==> src/rtl/logic_unit_arbiter.sv <==
// Round-robin arbiter sharing one combinational logic_unit between two requesters.
// Each operation runs grant -> execute -> respond; operations never overlap.
module logic_unit_arbiter #(
  parameter int unsigned OP_W = 16
) (
  input  logic              clk,
  input  logic              rst,
  input  logic              req0_valid,
  input  logic [OP_W-1:0]   req0_op1,
  input  logic [OP_W-1:0]   req0_op2,
  input  logic [1:0]        req0_sel,
  output logic              req0_ready,
  input  logic              req1_valid,
  input  logic [OP_W-1:0]   req1_op1,
  input  logic [OP_W-1:0]   req1_op2,
  input  logic [1:0]        req1_sel,
  output logic              req1_ready,
  output logic              resp_valid,
  output logic              resp_id,
  output logic [2*OP_W-1:0] resp_data,
  input  logic              resp_ready,
  output logic [2*OP_W-1:0] logic_in,
  output logic [1:0]        logic_lines,
  input  logic [2*OP_W-1:0] logic_out,
  output logic              busy,
  output logic [15:0]       ops_done
);

  typedef enum logic [1:0] {StIdle, StExec, StResp} state_e;

  state_e            state_q, state_d;
  logic              last_q;
  logic [OP_W-1:0]   op1_q, op2_q;
  logic [1:0]        sel_q;
  logic              id_q;
  logic [2*OP_W-1:0] resp_data_q;
  logic              resp_id_q;
  logic              resp_valid_q;
  logic              busy_q;
  logic [15:0]       ops_done_q, ops_done_d;
  logic              gnt_valid;
  logic              gnt_id;

  always_comb begin
    state_d    = state_q;
    ops_done_d = ops_done_q;
    gnt_valid  = 1'b0;
    gnt_id     = 1'b0;
    unique case (state_q)
      StIdle: begin
        if (req0_valid || req1_valid) begin
          gnt_valid = 1'b1;
          // Under contention the requester not granted last time wins.
          gnt_id    = (req0_valid && req1_valid) ? ~last_q : req1_valid;
          state_d   = StExec;
        end
      end
      StExec: state_d = StResp;
      StResp: begin
        if (resp_ready) begin
          state_d    = StIdle;
          ops_done_d = ops_done_q + 16'd1;
        end
      end
      default: state_d = StIdle;
    endcase
  end

  assign req0_ready = gnt_valid & ~gnt_id & ~rst;
  assign req1_ready = gnt_valid &  gnt_id & ~rst;

  always_ff @(posedge clk) begin
    if (rst) begin
      state_q      <= StIdle;
      last_q       <= 1'b1;
      op1_q        <= '0;
      op2_q        <= '0;
      sel_q        <= '0;
      id_q         <= 1'b0;
      resp_data_q  <= '0;
      resp_id_q    <= 1'b0;
      resp_valid_q <= 1'b0;
      busy_q       <= 1'b0;
      ops_done_q   <= '0;
    end else begin
      state_q      <= state_d;
      ops_done_q   <= ops_done_d;
      busy_q       <= (state_d != StIdle);
      resp_valid_q <= (state_d == StResp);
      if (gnt_valid) begin
        op1_q  <= gnt_id ? req1_op1 : req0_op1;
        op2_q  <= gnt_id ? req1_op2 : req0_op2;
        sel_q  <= gnt_id ? req1_sel : req0_sel;
        id_q   <= gnt_id;
        last_q <= gnt_id;
      end
      if (state_q == StExec) begin
        resp_data_q <= logic_out;
        resp_id_q   <= id_q;
      end
    end
  end

  assign logic_in    = {op1_q, op2_q};
  assign logic_lines = sel_q;
  assign resp_valid  = resp_valid_q;
  assign resp_id     = resp_id_q;
  assign resp_data   = resp_data_q;
  assign busy        = busy_q;
  assign ops_done    = ops_done_q;

endmodule

==> config.mk <==
export PLATFORM = sky130hd
export DESIGN_NAME = logic_unit_arbiter
export DESIGN_NICKNAME = d
export VERILOG_FILES = /design/src/rtl/logic_unit_arbiter.sv
export SDC_FILE = /design/constraint.sdc
export NUM_CORES = 1
export LEC_CHECK = 0
export ABC_AREA = 1
export BUFFER_PORTS_ARGS = -buffer_cell sky130_fd_sc_hd__clkbuf_2
export CAP_MARGIN = 20
export CORE_ASPECT_RATIO = 1.1
export CORE_UTILIZATION = 40
export DETAILED_ROUTE_END_ITERATION = 10
export GPL_TIMING_DRIVEN = 0
export PLACE_DENSITY = 0.73
export SLEW_MARGIN = 15
export SYNTH_ARGS = -nofsm -noshare
export SYNTH_HDL_FRONTEND = slang
export SYNTH_SLANG_ARGS = --single-unit
export TNS_END_PERCENT = 50
==> constraint.sdc <==
create_clock -name clk -period 2.83 [get_ports clk]
set_clock_uncertainty 0.15 [all_clocks]
set_input_delay 0.566 -clock clk [delete_from_list [all_inputs] [get_ports clk]]
set_output_delay 0.566 -clock clk [all_outputs]
set_load 0.03 [all_outputs]
==> flow_summary.toml, run 1 <==
[setup_path]
crit_fanout = 10
worstReg2RegStart = "state_q[1]"
critPathMaxStageDelay_ns = 0.37
critPathLaunchType = "flip-flop"
reg2reg_slack_ns = 1.22
crit_slowest_cell = "dfxtp_1"
reg2reg_depth = 6
reg2reg_to = "op1_q[2]"
crit_arrival_ns = 1.73
critPathCaptureType = "output pin"
cp.required_ns = 2.11
crit_chain = "nor2_2, nand3_2, inv_2, buf_2, nor3_1, clkbuf_2"
critPathKind = "flip-flop to output pin"

[hold_path]
hold_depth = 3
hold_end = "resp_data[7]"
hold_class = "primary input to flip-flop"
hp-start = "logic_out[7]"

[sta]
setup_viol = 0
period_needed_ns = 2.442
rsz0062_at_grt = "no"
setup_ws_ns = 0.3876
tns_ns = 0
worstMarginPinSlew_ns = 0.5134
slew_viol_final = 0
slew_headroom_pct = 65.77
period_share_pct = 86.31
finalHoldViolations = 0
fmax_mhz = 409.4

[cts]
clock-sinks = 89
cts_tree = "built"
postCtsSetupRepairBufs = 0
cts_max_level = 3
clk_latency_ns = 0.35
numCtsBuffers = 9
postCtsHoldBufs = 0
path_clk_slew_ns = 0.10
ctsResizeCount = 0
clk_path_buf_depth = 2
cts-root-buf = "clkbuf_8"

[drt]
drc_errors = 0
drt_iter0_markers = 146
wirelength_mm = 10.02
dr.pass1.iters = 4
vias = 3797
vias_per_cell = 4.918
routedWlPerCell_um = 12.98
antenna_left = 0

[pwr]
cellLeakagePower_nw = 2.296
powerDensity_nw_per_um2 = 629.5
switchingPower_mw = 1.040
p_clk_share_pct = 27.4
p_int_mw = 1.956
combPwrFrac_pct = 24.7
sw_frac_of_total_pct = 34.71
ir_worst_vdd_mv = 0.3377
sequentialPowerShare_pct = 48.0

[global_routing]
overflow = 0
grt_pass1_wl_mm = 16.10
antenna_found_initial = 0
grt_max_degree = 17
track_usage_pct = 21.83
grt_pass1_vias = 3583

[logic_synthesis]
synth_top_area_cell = "dfxtp_1"
syn_area_um2 = 3476
synth_edf_count = 0
ys_top_cells_by_area = "dfxtp_1, nor2_1, o21ai_0"
synth_cell_types = 22
syn_nets = 560
muxShareOfSynthArea_pct = 0
async_flop_share_pct = 0
synthXorXnorAreaFrac_pct = 0.2520
synth-simple-area-share_pct = 18.75
synth_top_family_by_area = "compound AO/OA/AOI/OAI gates"
syn_inst = 454
synth-compound-area-share_pct = 23.04
synthFlopType = "dfxtp_1"
synth-adder-area-share_pct = 0.3600
synth.avg_cell_area_um2 = 7.656
synth_top_area_share_pct = 51.26
ys_seq_area_share_pct = 51.26
synth_warnings = 0
synth-seq-cells = 89

[place]
port_buffers = 191
gp_congestion = 0.8197
dpl.hpwl_mm = 7.695
dp_slack_ns = 0.5040

[layout]
layout_commonest_cell = "clkbuf_2"
layout_common_cells = "clkbuf_2, nor2_1, dfxtp_1, o21ai_0, a21oi_1"
area_delta_synth_final_pct = 36.90
layout-drive-gt1-share_pct = 34.19
antenna_cells = 0
nets = 762

[floorplanning]
core-area_um2 = 8408
start_util_pct = 41.34
fp.dieW_um = 90.88
die_area_um2 = 9067
die_h_um = 99.77
rows = 35
ios = 192

[job]
drv_cap = 0

[run_status]
status = "complete, no violations"
==> registers in the layout, summed over array words and instances (netlist names), 2 cells and up <==
| register | cells |
|---|---|
| ops_done | 16 |
| op2_q | 16 |
| resp_data | 32 |
| op1_q | 16 |
| state_q | 2 |
| logic_lines | 2 |
==> worst max-delay path: cells and delay by family (launching register included) <==
| kind | cells | cell delay [ns] |
|---|---|---|
| AND/OR/NAND/NOR | 3 | 0.37 |
| flip-flops | 1 | 0.37 |
| buffers and inverters | 3 | 0.63 |
==> logic make-up (layout without fill, tap and decap cells) <==
group | Yosys count | count (layout)
adder cells (fa/ha/maj) | 1 | 1
AO/OA/AOI/OAI | 151 | 151
buffers and inverters | 53 | 260
AND/OR/NAND/NOR | 159 | 159
flip-flops | 89 | 89
XOR/XNOR | 1 | 1
==> power groups by stage <==
stage,clock (mW),combinational (mW),sequential [mW]
CTS,0.840,0.743,1.44
detailed placement,0,0.741,1.46
finish,0.820,0.738,1.44
global route,0.892,0.804,1.45
global placement,0,0.731,1.46
floorplan,0,0.251,1.68
==> stage by stage <==
stage                     utilization (%)  area [um^2]  power, mW  hold slack [ns]  std cells
after global routing                56.59         4758      3.144           0.2778        772
final                               56.59         4758      2.995           0.2825        772
after CTS                           56.59         4758      3.019           0.2700        772
after detailed placement            54.36         4571      2.204           0.2954        756
after global placement              54.36         4571      2.191           0.2881        756
after floorplan                         -         3476      1.931           0.2787        454
==> synth_stat cells, types with 2 or more instances <==
library cell  number
nand3_2            2
inv_2              4
nor3_1             3
inv_1             20
nor2_2             4
buf_6              2
dfxtp_1           89
o21ai_0           67
nand3_1            9
nand2_1           42
o21ai_1            7
o22ai_1           33
clkbuf_1          21
buf_2              5
nor2_1            94
a21oi_1           43
nand4_1            4
==> metal layers <==
layer | vias to the layer above | global-route usage, % | wire (um)
met3 | 11 | 3.899 | 543
met2 | 117 | 37.94 | 4987
li1 | 1940 | - | -
met5 | - | 0 | 0
met4 | 0 | 7.448 | 143
met1 | 1729 | 27.29 | 4343
==> worst max-delay path by stage <==
stage               cells after the start  slack [ns]       start    endpoint
detailed placement                      7        0.50  req0_valid  req0_ready
finish                                  6        0.39  state_q[1]  req0_ready
global placement                        7        0.53  req0_valid  req0_ready
CTS                                     6        0.35  state_q[1]  req0_ready
floorplan                               5        0.49  req0_valid  req0_ready
global route                            6        0.24  state_q[1]  req0_ready
==> final cells by class <==
| class | instances | area, um^2 |
|---|---|---|
| Multi-Input combinational cell | 312 | 1474 |
| Clock buffer | 10 | 137.6 |
| Fill cell | 815 | 3650 |
| Clock inverter | 6 | 50.05 |
| Sequential cell | 89 | 1782 |
| Tap cell | 111 | 138.9 |
| Timing Repair Buffer | 191 | 955.9 |
| Inverter | 25 | 93.84 |
| Buffer | 28 | 126.4 |
(Power assumes the default switching activity.)
==> run 2: changes to the inputs <==
- ABC_AREA: 1 -> default
- CTS_CLUSTER_SIZE: default -> 20
- RECOVER_POWER: default -> 25
==> run 2 against run 1 <==
Wire length shrank 1.3%. Fmax is 8.0% lower. Largest cell class unchanged. Final cell count fell by 6.3%. Setup slack got worse by 0.21 ns. Power is 3.2% lower.
==> flow_summary.toml, run 2 <==
[cts]
path_clk_slew_ns = 0.10
postCtsHoldBufs = 0
postCtsSetupRepairBufs = 0
clk_path_buf_depth = 2
numCtsBuffers = 9
clk_latency_ns = 0.35
cts_max_level = 3
clock-sinks = 89
cts_tree = "built"
cts-root-buf = "clkbuf_8"

[logic_synthesis]
synth-compound-area-share_pct = 21.96
synthFlopType = "dfxtp_1"
syn_nets = 512
muxShareOfSynthArea_pct = 0.2913
synth_warnings = 0
ys_top_cells_by_area = "dfxtp_1, nand2_1, a21oi_1"
syn_inst = 406
synthXorXnorAreaFrac_pct = 2.294
synth-adder-area-share_pct = 0.3642
synth_top_area_cell = "dfxtp_1"
synth_cell_types = 36
synth_edf_count = 0
ys_top_cells_by_count = "nand2_1, dfxtp_1, a21oi_1, o221ai_1, clkbuf_1"
yosysMostFrequentCell = "nand2_1"
synth-simple-area-share_pct = 19.12
synth_top_family_by_area = "compound AO/OA/AOI/OAI gates"
synth_top_area_share_pct = 51.86
async_flop_share_pct = 0
synth-seq-cells = 89
syn_area_um2 = 3436
synth.avg_cell_area_um2 = 8.463
ys_seq_area_share_pct = 51.86

[drt]
vias_per_cell = 5.124
drc_errors = 0
routedWlPerCell_um = 13.68
vias = 3705
drt_iter0_markers = 116
dr.pass1.iters = 4
antenna_left = 0
wirelength_mm = 9.888

[sta]
rsz0062_at_grt = "no"
slew_viol_final = 0
tns_ns = 0
finalHoldViolations = 0
period_share_pct = 93.84
slew_headroom_pct = 64.20
fmax_mhz = 376.6
period_needed_ns = 2.656
setup_viol = 0
worstMarginPinSlew_ns = 0.5341

[layout]
n_fill_cell = 820
multi_input_comb_area_um2 = 1506
area_delta_synth_final_pct = 36.34
nets = 713
instances_no_fill = 723
layout_common_cells = "clkbuf_2, nand2_1, dfxtp_1, a21oi_1, clkbuf_1"
layout-drive-gt1-share_pct = 29.90
antenna_cells = 0
regArea_um2 = 1782
layout_commonest_cell = "clkbuf_2"
largest_reg_flops = 32

[floorplanning]
core-area_um2 = 8364
die_h_um = 99.21
rows = 35
fp.dieW_um = 90.37
ios = 192
die_area_um2 = 8965
start_util_pct = 41.08

[place]
port_buffers = 190
dpl.hpwl_mm = 7.581
gp_congestion = 0.8098
dp_cells = 707

[setup_path]
crit_fanout = 10
critPathCaptureType = "output pin"
cp.required_ns = 2.11
critPathLaunchType = "flip-flop"
critPathKind = "flip-flop to output pin"
crit_arrival_ns = 1.94
reg2reg_depth = 6

[global_routing]
grt_pass1_vias = 3541
grt_pass1_wl_mm = 16.01
grt_max_degree = 16
track_usage_pct = 21.92
overflow = 0
antenna_found_initial = 0

[run_status]
status = "complete, no violations"

[hold_path]
hold_depth = 3
hold_class = "primary input to flip-flop"

[pwr]
cellLeakagePower_nw = 1.974
powerDensity_nw_per_um2 = 618.7
ir_worst_vdd_mv = 0.2809

[job]
drv_cap = 0
## run 2: kinds of logic after synthesis
logic type / count (synthesis)
AOI/OAI and AO/OA: 121
xor gates and xnor gates: 9
adders and majority gates: 1
buffers and inverters: 36
DFF: 89
muxes: 1
and+or+nand+nor: 149
## run 2: critical path: stages, from the launching register on
cell and delay [ns]:
dfxtp_1 0.36, nor2_1 0.19, o21ai_0 0.15, clkbuf_2 0.22, clkbuf_2 0.24, nor3_1 0.18
clkbuf_2 0.24
## run 2: worst paths after layout
check	from	to	slack [ns]
max reg2reg	ops_done[1]	ops_done[14]	0.74
max	state_q[0]	req0_ready	0.17
min reg2reg	resp_data[17]	resp_data[17]	0.31
min	logic_out[31]	resp_data[31]	0.27
## run 2: routing by layer
metal  vias to the layer above  GRT usage [%]  part of all wire (%)
met5                         -              0                     0
met4                         0          12.90                   3.9
met3                        34          3.440                   4.5
met2                       122          38.05                    50
met1                      1714          25.68                    41
li1                       1835              -                     -
## run 2: what timing repair did
action                                  in CTS  in global routing
cloned                                       0                  0
endpoints found under the setup margin       1                  1
resized for setup                            1                  2
## run 2: layout make-up
| class | count | share of cell area (%) |
|---|---|---|
| clock inverters | 5 | 1.335 |
| plain buffers | 35 | 2.965 |
| flip-flops and latches | 89 | 38.03 |
| well taps | 111 | 2.965 |
| clock buffers | 11 | 3.018 |
| inverters | 1 | 0.08013 |
| multi-input cells | 281 | 32.16 |
| repair buffers | 190 | 19.44 |
## run 2: per-stage QoR
stage	total power [mW]	hold slack, ns	worst slack [ns]	instance area [um^2]	utilization (%)
6_report	2.898	0.2698	0.1744	4684	56.01
5_1_grt	3.045	0.2638	0.02739	4684	56.01
4_1_cts	2.933	0.2584	0.05896	4731	56.56
3_5_place_dp	2.044	0.2962	0.07253	4526	54.11
3_3_place_gp	2.027	0.2917	0.1357	4526	54.11
2_1_floorplan	1.810	0.2823	0.3855	3436	-
## run 2: report_power, final
part | internal [mW] | leakage, nW | switching, mW
sequential | 1.34 | 0.728 | 0.0467
clock | 0.439 | 0.0966 | 0.454
combinational | 0.195 | 1.15 | 0.422
total | 1.97 | 1.97 | 0.923
==> run 3: changes to the inputs <==
- CORE_ASPECT_RATIO: 1.1 -> default
==> run 3 against run 2 <==
Setup slack improved by 0.057 ns. Critical endpoint unchanged. Register-to-register slack lost 0.02 ns. Non-clock buffer count unchanged. Fmax rose by 2.2%. Largest cell class unchanged.
==> flow_summary.toml, run 3 (synthesis gave the netlist of run 2 again) <==
[drt]
drt_iter0_markers = 149
routedWlPerCell_um = 13.71
antenna_left = 0
vias_per_cell = 5.117
dr.pass1.iters = 4
drc_errors = 0
vias = 3659
wirelength_mm = 9.802

[sta]
slew_viol_final = 0
fmax_mhz = 384.8
setup_viol = 0
rsz0062_at_grt = "no"
slew_headroom_pct = 65.44
tns_ns = 0
worstMarginPinSlew_ns = 0.5157
finalHoldViolations = 0
period_needed_ns = 2.598
period_share_pct = 91.82

[layout]
largest_reg_flops = 32
antenna_cells = 0
layout_commonest_cell = "clkbuf_2"
final_area_um2 = 4657
layout_common_cells = "clkbuf_2, nand2_1, dfxtp_1, a21oi_1, clkbuf_1"
area_delta_synth_final_pct = 35.54
layout-drive-gt1-share_pct = 29.67
nets = 713
instances_no_fill = 715

[cts]
clk_path_buf_depth = 2
postCtsHoldBufs = 0
path_clk_slew_ns = 0.08
clk_latency_ns = 0.34
clock-sinks = 89
numCtsBuffers = 9
cts_max_level = 3
postCtsSetupRepairBufs = 0
cts_tree = "built"
cts-root-buf = "clkbuf_8"

[global_routing]
antenna_found_initial = 0
track_usage_pct = 21.98
overflow = 0
grt_max_degree = 14
grt_pass1_vias = 3222
grt_pass1_wl_mm = 15.31

[floorplanning]
die_area_um2 = 8964
start_util_pct = 41.61
die_h_um = 94.68
ios = 192
rows = 33
fp.dieW_um = 94.68
core-area_um2 = 8258

[place]
post_dp_cell_area_um2 = 4518
port_buffers = 190
gp_congestion = 0.7919
dp_cells = 701
dpl.hpwl_mm = 7.597

[pwr]
fin_total_pwr_mw = 2.838
powerDensity_nw_per_um2 = 609.4
cellLeakagePower_nw = 1.968
ir_worst_vdd_mv = 0.2382

[setup_path]
crit_slowest_cell = "dfxtp_1"
crit_fanout = 10
crit_top_cell = "clkbuf_2"
critPathMaxStageDelay_ns = 0.36
critPathKind = "flip-flop to output pin"
critPathLaunchType = "flip-flop"
cp.required_ns = 2.11
crit_chain = "nor2_1, o21ai_0, clkbuf_2, clkbuf_2, nor3_1, clkbuf_2"
crit_arrival_ns = 1.88
critPathCaptureType = "output pin"

[job]
drv_cap = 0

[hold_path]
hold_class = "primary input to flip-flop"

[run_status]
status = "complete, no violations"
==> run 3: changes by cell type in the layout (fill, tap and decap cells not counted), sizes merged <==
cell and change:
clkinv +1, clkinvlp -1, inv -2
==> run 3: repair_timing <==
item	in CTS	in global routing
resized for setup	1	2
setup endpoints to repair	1	1
pin swaps	0	0
==> run 3: path summary, 6_finish.rpt <==
| check | slack, ns | depth (start not counted) | endpoint | from |
|---|---|---|---|---|
| hold / removal | 0.29 | 3 | resp_data[5] | logic_out[5] |
| hold reg to reg | 0.30 | 2 | resp_id | id_q |
| setup / recovery | 0.23 | 6 | req0_ready | state_q[0] |
| setup reg to reg | 0.72 | 6 | ops_done[14] | ops_done[0] |
==> run 3: cell type report <==
| cell class | count | area (um^2) |
|---|---|---|
| repair buffers | 190 | 910.9 |
| inverters | 1 | 3.754 |
| clock inverters | 3 | 42.54 |
| well taps | 105 | 131.4 |
| plain buffers | 35 | 138.9 |
| clock buffers | 11 | 141.4 |
| flip-flops and latches | 89 | 1782 |
| multi-input cells | 281 | 1506 |
| fillers | 833 | 3601 |
==> run 3: layer usage <==
layer  GRT usage [%]  vias up  routed length [um]
met5               0        -                   0
met4           8.965        0                 156
met3           3.784       13                 394
met2           37.47       94                5060
met1           27.33     1722                4191
li1                -     1830                   -
==> run 3: stage by stage <==
stage               setup slack [ns]  utilization, %  hold slack (ns)
detailed placement            0.1062           54.71           0.2956
global route                0.003372           56.39           0.2628
CTS                          0.08839           56.95           0.2699
finish                        0.2316           56.39           0.2871
global placement              0.1298           54.71           0.2920
floorplan                     0.3855               -           0.2823
==> run 3: worst max-delay path, delay by kind of cell (launching register included) <==
kind	cells	cell delay [ns]
AO/OA/AOI/OAI	1	0.14
AND/OR/NAND/NOR	2	0.35
flip-flops	1	0.36
buffers and inverters	3	0.70
==> run 3: power by group <==
part           leakage [nW]  internal [mW]  switching [mW]
sequential            0.728           1.34          0.0476
combinational          1.15          0.195           0.422
clock                0.0913          0.422           0.411
total                  1.97           1.96           0.880
